$ cat src/rtl/pdm_pkg.sv
// Shared types and widths for the PDM-to-PCM decimator.
// Latency: n/a (declarations only).
// Backpressure: n/a.
package pdm_pkg;

    localparam int SAMPLE_W = 8;
    localparam int ACC_W    = 9;

    typedef enum logic [1:0] {
        IDLE   = 2'd0,
        SETTLE = 2'd1,
        RUN    = 2'd2
    } state_t;

    // A full window of ones at DECIM=256 counts to 256, one past the sample range.
    function automatic logic [SAMPLE_W-1:0] saturate(input logic [ACC_W-1:0] count);
        return (count > ACC_W'(255)) ? {SAMPLE_W{1'b1}} : count[SAMPLE_W-1:0];
    endfunction

endpackage

$ cat src/rtl/sample_fifo.sv
// Circular sample buffer with pointer-based full/empty and synchronous flush.
// Latency: a push is visible at dout on the next edge when the buffer was empty.
// Backpressure: push while full without a pop is ignored; push+pop while full both succeed.
module sample_fifo
    import pdm_pkg::*;
#(
    parameter int WIDTH = SAMPLE_W,
    parameter int DEPTH = 4
) (
    input  logic             clk,
    input  logic             reset,
    input  logic             flush,
    input  logic             push,
    input  logic [WIDTH-1:0] din,
    input  logic             pop,
    output logic [WIDTH-1:0] dout,
    output logic             full,
    output logic             empty
);

    localparam int AW = $clog2(DEPTH);

    logic [AW:0]      wr_ptr;
    logic [AW:0]      rd_ptr;
    logic [WIDTH-1:0] mem [DEPTH];
    logic             do_push;
    logic             do_pop;

    assign empty   = (wr_ptr == rd_ptr);
    assign full    = (wr_ptr[AW] != rd_ptr[AW]) && (wr_ptr[AW-1:0] == rd_ptr[AW-1:0]);
    assign do_push = push && (!full || pop);
    assign do_pop  = pop && !empty;
    assign dout    = mem[rd_ptr[AW-1:0]];

    // Flush only rewinds pointers; stale contents keep dout stable while empty.
    always_ff @(posedge clk or negedge reset) begin
        if (!reset) begin
            wr_ptr <= '0;
            rd_ptr <= '0;
            for (int i = 0; i < DEPTH; i++) begin
                mem[i] <= '0;
            end
        end else if (flush) begin
            wr_ptr <= '0;
            rd_ptr <= '0;
        end else begin
            if (do_push) begin
                mem[wr_ptr[AW-1:0]] <= din;
                wr_ptr              <= wr_ptr + (AW+1)'(1);
            end
            if (do_pop) begin
                rd_ptr <= rd_ptr + (AW+1)'(1);
            end
        end
    end

endmodule

$ cat src/rtl/pdm_decimator.sv
// PDM microphone front end: mclk generation, box-car bit counting, settle discard, PCM FIFO.
// Latency: sample on dout one clk after its window closes (FIFO empty).
// Backpressure: dout_valid/dout_ready; samples arriving to a full FIFO are dropped and flagged.
module pdm_decimator
    import pdm_pkg::state_t, pdm_pkg::SAMPLE_W, pdm_pkg::ACC_W, pdm_pkg::saturate;
#(
    parameter int CLK_DIV    = 25,
    parameter int DECIM      = 256,
    parameter int SETTLE     = 16,
    parameter int FIFO_DEPTH = 4
) (
    input  logic                clk,
    input  logic                reset,
    input  logic                enable,
    output logic                mclk,
    input  logic                micData,
    output logic [SAMPLE_W-1:0] dout,
    output logic                dout_valid,
    input  logic                dout_ready,
    output logic                overflow
);

    localparam int DIV_W = $clog2(CLK_DIV);
    localparam int BIT_W = $clog2(DECIM);
    localparam int SET_W = (SETTLE > 1) ? $clog2(SETTLE) : 1;

    state_t              state;
    state_t              state_nxt;
    logic [DIV_W-1:0]    div_cnt;
    logic [BIT_W-1:0]    bit_cnt;
    logic [ACC_W-1:0]    acc;
    logic [ACC_W-1:0]    acc_sum;
    logic [SET_W-1:0]    settle_cnt;
    logic                active;
    logic                tick;
    logic                bit_stb;
    logic                win_close;
    logic                settle_done;
    logic                push;
    logic                pop;
    logic                flush;
    logic                full;
    logic                empty;
    logic [SAMPLE_W-1:0] sample;

    // Dropping enable clears everything on the very next edge, not one cycle later.
    assign active      = (state != pdm_pkg::IDLE) && enable;
    assign tick        = active && (div_cnt == DIV_W'(CLK_DIV - 1));
    assign bit_stb     = tick && mclk;
    assign win_close   = bit_stb && (bit_cnt == BIT_W'(DECIM - 1));
    assign settle_done = (settle_cnt == SET_W'(SETTLE - 1));
    assign acc_sum     = acc + ACC_W'(micData);
    assign sample      = saturate(acc_sum);
    assign dout_valid  = !empty;

    always_ff @(posedge clk or negedge reset) begin
        if (!reset) begin
            state <= pdm_pkg::IDLE;
        end else begin
            state <= state_nxt;
        end
    end

    always_comb begin
        state_nxt = state;
        case (state)
            pdm_pkg::IDLE: begin
                if (enable) begin
                    state_nxt = (SETTLE == 0) ? pdm_pkg::RUN : pdm_pkg::SETTLE;
                end
            end
            pdm_pkg::SETTLE: begin
                if (!enable) begin
                    state_nxt = pdm_pkg::IDLE;
                end else if (win_close && settle_done) begin
                    state_nxt = pdm_pkg::RUN;
                end
            end
            pdm_pkg::RUN: begin
                if (!enable) begin
                    state_nxt = pdm_pkg::IDLE;
                end
            end
            default: state_nxt = pdm_pkg::IDLE;
        endcase
    end

    always_comb begin
        push  = win_close && (state == pdm_pkg::RUN);
        pop   = dout_valid && dout_ready;
        flush = !active;
    end

    always_ff @(posedge clk or negedge reset) begin
        if (!reset) begin
            mclk       <= 1'b0;
            div_cnt    <= '0;
            bit_cnt    <= '0;
            acc        <= '0;
            settle_cnt <= '0;
            overflow   <= 1'b0;
        end else if (!active) begin
            mclk       <= 1'b0;
            div_cnt    <= '0;
            bit_cnt    <= '0;
            acc        <= '0;
            settle_cnt <= '0;
            overflow   <= 1'b0;
        end else begin
            if (tick) begin
                div_cnt <= '0;
                mclk    <= ~mclk;
            end else begin
                div_cnt <= div_cnt + DIV_W'(1);
            end
            // The closing bit is folded into sample via acc_sum, so the next window starts clean.
            if (bit_stb) begin
                if (win_close) begin
                    acc     <= '0;
                    bit_cnt <= '0;
                end else begin
                    acc     <= acc_sum;
                    bit_cnt <= bit_cnt + BIT_W'(1);
                end
            end
            if (win_close && (state == pdm_pkg::SETTLE)) begin
                settle_cnt <= settle_cnt + SET_W'(1);
            end
            if (push && full && !pop) begin
                overflow <= 1'b1;
            end
        end
    end

    sample_fifo #(
        .WIDTH (SAMPLE_W),
        .DEPTH (FIFO_DEPTH)
    ) u_fifo (
        .clk   (clk),
        .reset (reset),
        .flush (flush),
        .push  (push),
        .din   (sample),
        .pop   (pop),
        .dout  (dout),
        .full  (full),
        .empty (empty)
    );

endmodule
$ cat config.mk
export PLATFORM = sky130hd
export DESIGN_NAME = pdm_decimator
export DESIGN_NICKNAME = d
export VERILOG_FILES = /design/src/rtl/pdm_pkg.sv /design/src/rtl/sample_fifo.sv /design/src/rtl/pdm_decimator.sv
export SDC_FILE = /design/constraint.sdc
export NUM_CORES = 1
export LEC_CHECK = 0
export ABC_AREA = 1
export ABC_CLOCK_PERIOD_IN_PS = 3300
export CAP_MARGIN = 20
export CORE_MARGIN = 2
export CORE_UTILIZATION = 45
export CTS_CLUSTER_DIAMETER = 50
export CTS_CLUSTER_SIZE = 14
export DETAILED_ROUTE_END_ITERATION = 12
export PLACE_DENSITY = 0.66
export SLEW_MARGIN = 0
export SYNTH_ARGS = -nofsm -noshare
export SYNTH_HDL_FRONTEND = slang
export SYNTH_HIERARCHICAL = 1
export SYNTH_SLANG_ARGS = --single-unit
$ cat constraint.sdc
create_clock -name clk -period 3.3 [get_ports clk]
set_input_delay 0.825 -clock clk [delete_from_list [all_inputs] [get_ports clk]]
set_output_delay 0.825 -clock clk [all_outputs]
set_load 0.02 [all_outputs]
* After elaboration in Yosys (flattened, before gate mapping)
Cells that the tools add are included.
Word-level totals: bits in registers 68
Operators by class: order comparisons 4, muxes and demuxes 30, add/subtract/negate cells 6, bitwise gates (word level) 3, reductions and logical operators 22, eq/ne operators 17
Operator list (count):
- $mux W8 | 7
- $bwmux W32 | 1
- $mux W9 | 3
- $bmux W8 S2 | 1
- $demux W8 S2 | 1
- $logic_and A1 B1 Y1 | 14
- $mux W3 | 4
- $ne A2 B1 Y1 const B | 6
- $mux W5 | 2
- $add A9 B1 Y9 | 1
- $gt A9 B8 Y1 const B | 1
- $add A8 B1 Y8 const B | 1
- $eq A8 B8 Y1 const B | 1
- $mux W2 | 4
- $mux W4 | 2
- $add A3 B1 Y3 const B | 2
- $ge A3 B3 Y1 const B | 2
- $not A2 Y3 | 2
- $pmux W2 S3 | 1
- $add A5 B1 Y5 const B | 1
- $eq A5 B5 Y1 const B | 1
- $add A4 B1 Y4 const B | 1
- $eq A4 B4 Y1 const B | 1
- $mux W1 | 4
- 15 further kinds | 18

* Longest topological paths before layout
Gate-level depths: netlist (run 1).
word-level depth 10, mapped depth 14, gate-level depth less buffers 14

* Hierarchy
The synthesis (run 1) kept the hierarchy.
Modules (own cells, without submodules):
- sample_fifo | times used 1, cells each 239, area each 1951.9 sq um, sequential area each 950.9 sq um
- pdm_decimator | times used 1, cells each 224, area each 1757.9 sq um, sequential area each 750.7 sq um

* Least setup slack after synthesis (run 1)
OpenSTA, ideal clock, no wires.
kind input port to flip-flop, from input port enable, to register u_fifo/mem[24] in the netlist's numbering, arrival 2656 ps, buffers on the path 0, stages 8, data required time 3235 ps, library setup time 65 ps, path slack 578 ps, cell sequence inv_1 -> nor2_8 -> nand3_4 -> nor4_1 -> nand3_4 -> nor2_8 -> nand2_1 -> nand2_1
On the way: longest elaborated chain between the ends 7
RTL lines:
- from (decl) | RTL line pdm_decimator.sv:14 | input logic enable,
- $logic_and A1 B1 Y1 | RTL line pdm_decimator.sv:47 | assign active = (state != pdm_pkg::IDLE) && enable;
- $logic_and A1 B1 Y1 | RTL line pdm_decimator.sv:48 | assign tick = active && (div_cnt == DIV_W'(CLK_DIV - 1));
- $logic_and A1 B1 Y1 | RTL line pdm_decimator.sv:49 | assign bit_stb = tick && mclk;
- $logic_and A1 B1 Y1 | RTL line pdm_decimator.sv:50 | assign win_close = bit_stb && (bit_cnt == BIT_W'(DECIM - 1));
- $logic_and A1 B1 Y1 | RTL line pdm_decimator.sv:89 | push = win_close && (state == pdm_pkg::RUN);
- named net push | RTL line pdm_decimator.sv:39 | logic push;
- $logic_and A1 B1 Y1 | RTL line sample_fifo.sv:31 | assign do_push = push && (!full || pop);
- $reduce_and A2 Y1 (no line)
- to (signal, indexed assignment) | RTL line sample_fifo.sv:48 | mem[wr_ptr[AW-1:0]] <= din;
- to (decl) | RTL line sample_fifo.sv:25 | logic [WIDTH-1:0] mem [DEPTH];
The timed path passes the listed nets, and every way through them passes these cells. A chain may end at the register's enable or synchronous reset.

* Worst setup path in the final report (run 1)
from register u_fifo.rd_ptr[0], to output port dout[5]
On the way: longest elaborated chain between the ends 4
RTL lines:
- from (decl) | RTL line sample_fifo.sv:24 | logic [AW:0] rd_ptr;
- from (signal assigned) | RTL line sample_fifo.sv:52 | rd_ptr <= rd_ptr + (AW+1)'(1);
- $not A2 Y3 (not written as such) | RTL line sample_fifo.sv:33 | assign dout = mem[rd_ptr[AW-1:0]];
- $bmux W8 S2 | RTL line sample_fifo.sv:33
- $mux W8 (not written as such) (2 in series) | RTL line sample_fifo.sv:33
- to (decl) | RTL line pdm_decimator.sv:17 | output logic [SAMPLE_W-1:0] dout,
Every way passes these cells. The select of a mux whose other input is x is not followed.

==> reports/results.md, run 1 <==
| Item | This run | Unit |
|---|---|---|
| Status | complete, no violations | - |
| Largest net degree at the start of global routing | 29 | - |
| Worst setup SP type | register | - |
| Crit-path slowest cell | clkdlybuf4s50_1 | - |
| Static leakage | 0.00231 | uW |
| Flops & latches, synth | 68 | - |
| Final Core Density | 52.3 | % |
| Post-DR wirelength/cell | 13.3 | um |
| Final critical-path setup slack | 0.358 | ns |
| Die area | 0.00899 | mm2 |
| Number of instances in the synthesized netlist | 463 | - |
| Clock share of power | 46.9 | % |
| Chip Width | 94.8 | um |
| Number of iterations in the first detailed-routing pass | 5 | - |
| Cell types with the largest area share after synthesis | dfrtp_1 (46%), nand2_1 (18%), inv_1 (4.2%), ha_1 (3.7%), nand3_1 (3.5%) | - |
| Final net count | 504 | - |
| Critical Path AT | 2.12 | ns |
| Port Buffer Count | 15 | - |
| Final global-route overflow total | 0 | - |
| Final setup violation count | 0 | - |
| Detailed Place HPWL | 5630 | um |
| Detailed-route vias per instance | 5.03 | - |
| Share of power burned in registers | 45.8 | % |
| I/O Pins | 16 | - |
| Number of buffers created by CTS | 9 | - |
| Row count | 33 | - |
| Clock skew after layout | 0.0104 | ns |
| CTS Sinks | 68 | - |
| Mapped Avg Cell Area | 8.01 | um2 |
| Overall global routing resource usage | 20.0 | % |
| Worst vdd rail ir drop | 194 | uV |
| Number of filler cells placed in the layout | 773 | - |
| Footprint of the multi-input gates | 0.00178 | mm2 |
| Stage delay of the slowest cell on the critical path | 0.66 | ns |
| Maximum Capacitance Violations | 0 | - |
| Clock transition at the register clock pins on the worst setup and hold paths after CTS | 0.08 | ns |
| Critical path data required time | 2.47 | ns |
| Sequential cell area | 0.00170 | mm2 |
| Post-layout total power | 1840 | uW |
| Max-slew headroom at the worst pin | 59.3 | % |
| Portion of the clock cycle consumed by the worst path in the final layout | 89.1 | % |
| Final Routed Wirelength | 7930 | um |
| Sort of element at the end of the critical path | primary output | - |
| Leading cell types in the layout, fill and taps excluded | nand2_1 (176), dfrtp_1 (68), inv_1 (42) | - |
| Internal cell power | 1410 | uW |
| 1st-iter DRT viols | 179 | - |
| Placeable core region | 0.00809 | mm2 |
| Critical path cell sequence | buf_4, o21ai_0, o22ai_1, clkdlybuf4s50_1 | - |
| Count of final hold-check violations | 0 | - |
| Unrepaired setup endpoints after global routing | no | - |
| Buffers from clock root to sink, at most | 2 | - |
| Syn_nets | 479 | - |
| Clock tree from TritonCTS | done | - |
| Post-synthesis instance area | 0.00371 | mm2 |
| Net switching power | 430 | uW |
| Residual antenna-violating net count after detailed routing | 0 | - |
| Warnings, synthesis | 6 | - |
| Net switching share of the total power | 23.4 | % |
| H-tree level count | 3 | - |
| Final total negative setup slack | 0 | ns |
| Category of the most critical setup path | register to primary output | - |
| Cell type with the largest total area after synthesis | dfrtp_1 | - |
| Fin. max-slew vios | 0 | - |
| Total number of vias | 3,006 | - |
| Y dimension of the die | 94.8 | um |
| Min Tclk post-route | 2.94 | ns |
| Starting Density | 45.8 | % |
| Clock latency reported for the late side of the worst-skew pair | 0.35 | ns |
| Number of antenna violations at the first check in global routing | 0 | - |
| Power density normalized to cell area | 434 | mW/mm2 |
| Top fanout value on the critical path | 16 | - |
| Count of different cell masters after synthesis | 31 | - |
| Layout cell share with drive strength beyond 1 | 10.1 | % |
| Placement-stage worst setup slack | 0.377 | ns |
| Number of global-route vias before repair | 2,871 | - |
| Area added between synthesis and finish | 14.1 | % |
| Most common cell after layout, fill and taps aside | nand2_1 | - |
| Part of the total power dissipated in combinational logic | 7.3 | % |
| Layout Cell Area excl Fill | 0.00423 | mm2 |
| Fmax | 0.340 | GHz |
| Worst slew pin tran | 0.611 | ns |
| Fraction of post-synthesis cell area in the top cell type by area | 45.9 | % |
| Root cell of the clock tree | clkbuf_8 | - |
| Weighted congestion at the end of routability-driven global placement | 0.814 | - |
| Type of the worst min-delay path | register to register | - |
| Proportion of synthesized chip area in sequential cells | 45.9 | % |
| Post-cts sizing count | 0 | - |
| Post-place instance area | 0.00398 | mm2 |
| Diodes inserted | 0 | - |
| First-pass GRT wire length | 13,700 | um |
| Post-detailed-route DRC marker count | 0 | - |
| Count of hold-fix buffers inserted at cts | 0 | - |
| Buffers inserted during post-CTS setup optimization | 0 | - |
-- metrics by stage --
stage,hold WS [ns],instances
2_1_floorplan,0.444,463
3_3_place_gp,0.460,582
3_5_place_dp,0.460,582
4_1_cts,0.480,598
5_1_grt,0.504,598
6_report,0.474,598
-- worst max-delay path, delay by kind of cell (launching register included) --
family / cells / cell delay [ns]
DFF: 1 / 0.48
buffers and inverters: 2 / 0.93
AOI/OAI and AO/OA: 2 / 0.36
-- cell type report --
type,count,share of cell area (%)
Inverter,47,4.17
Sequential cell,68,40.2
Clock buffer,10,3.25
Timing Repair Buffer,21,4.49
Tap cell,105,3.10
Multi-Input combinational cell,341,42.1
Clock inverter,6,2.63
-- logic make-up after synthesis --
kind of cell    Yosys count  share of synthesized area [%]
flops                    68                           45.9
simple gates            274                           34.5
xor+xnor                 12                           3.04
fa+ha+maj                11                           3.71
compound gates           44                           6.78
buf+inv                  54                           6.07
-- registers in the layout, summed over array words and instances, names as in the netlist --
register	flops
u_fifo/rd_ptr	3
mclk	1
settle_cnt	4
acc	9
overflow	1
u_fifo/wr_ptr	3
bit_cnt	8
state	2
div_cnt	5
u_fifo/mem	32
-- cell usage after synthesis --
master / n
nand2_1: 176
dfrtp_1: 68
inv_1: 42
nor2_1: 34
nand3_1: 26
o21ai_0: 23
nand4_1: 16
ha_1: 11
o22ai_1: 10
xor2_1: 9
nor2_8: 6
o21ai_1: 6
inv_2: 5
or2_2: 5
buf_6: 3
a21oi_1: 2
buf_1: 2
clkbuf_1: 2
nand3_4: 2
nor2_2: 2
o21ai_2: 2
xnor2_1: 2
a21oi_4: 1
and3_1: 1
nand2_2: 1
nand2_4: 1
nand4_4: 1
nor3_1: 1
nor3b_1: 1
nor4_1: 1
xnor2_2: 1
-- power by group through the flow --
stage / registers [uW] / clock network (uW) / logic [uW]
finish: 841 / 860 / 134
global route: 842 / 916 / 153
CTS: 841 / 879 / 137
detailed placement: 858 / 0 / 137
global placement: 858 / 0 / 137
floorplan: 856 / 0 / 79.6
-- layer usage --
metal | GRT usage (%) | wire length, um
met3 | 3.75 | 346
met4 | 10.1 | 108
met1 | 27.5 | 3740
met2 | 30.0 | 3740
met5 | 0 | 0
-- final timing paths --
| path | start | cells past startpoint | slack [ns] | to |
|---|---|---|---|---|
| hold reg to reg | u_fifo/mem[16]$_DFFE_PN0P_ | 2 | 0.47 | u_fifo/mem[16]$_DFFE_PN0P_ |
| min in group asynchronous | reset | 1 | 0.48 | bit_cnt[1]$_DFFE_PN0P_ |
| hold / removal | u_fifo/mem[16]$_DFFE_PN0P_ | 2 | 0.47 | u_fifo/mem[16]$_DFFE_PN0P_ |
| setup / recovery | u_fifo/rd_ptr[0]$_DFFE_PN0P_ | 4 | 0.36 | dout[5] |
| max in group asynchronous | reset | 2 | 2.09 | u_fifo/rd_ptr[1]$_DFFE_PN0P_ |
| setup reg to reg | bit_cnt[0]$_DFFE_PN0P_ | 9 | 0.91 | u_fifo/mem[20]$_DFFE_PN0P_ |
Note: power is estimated with default switching activity, not from simulation.
==> run 2: changes to the inputs <==
Settings changed: ABC_CLOCK_PERIOD_IN_PS 3300 to not set.
==> results of run 2 <==
The final DEF is identical to that of run 1; final timing and power are the same.
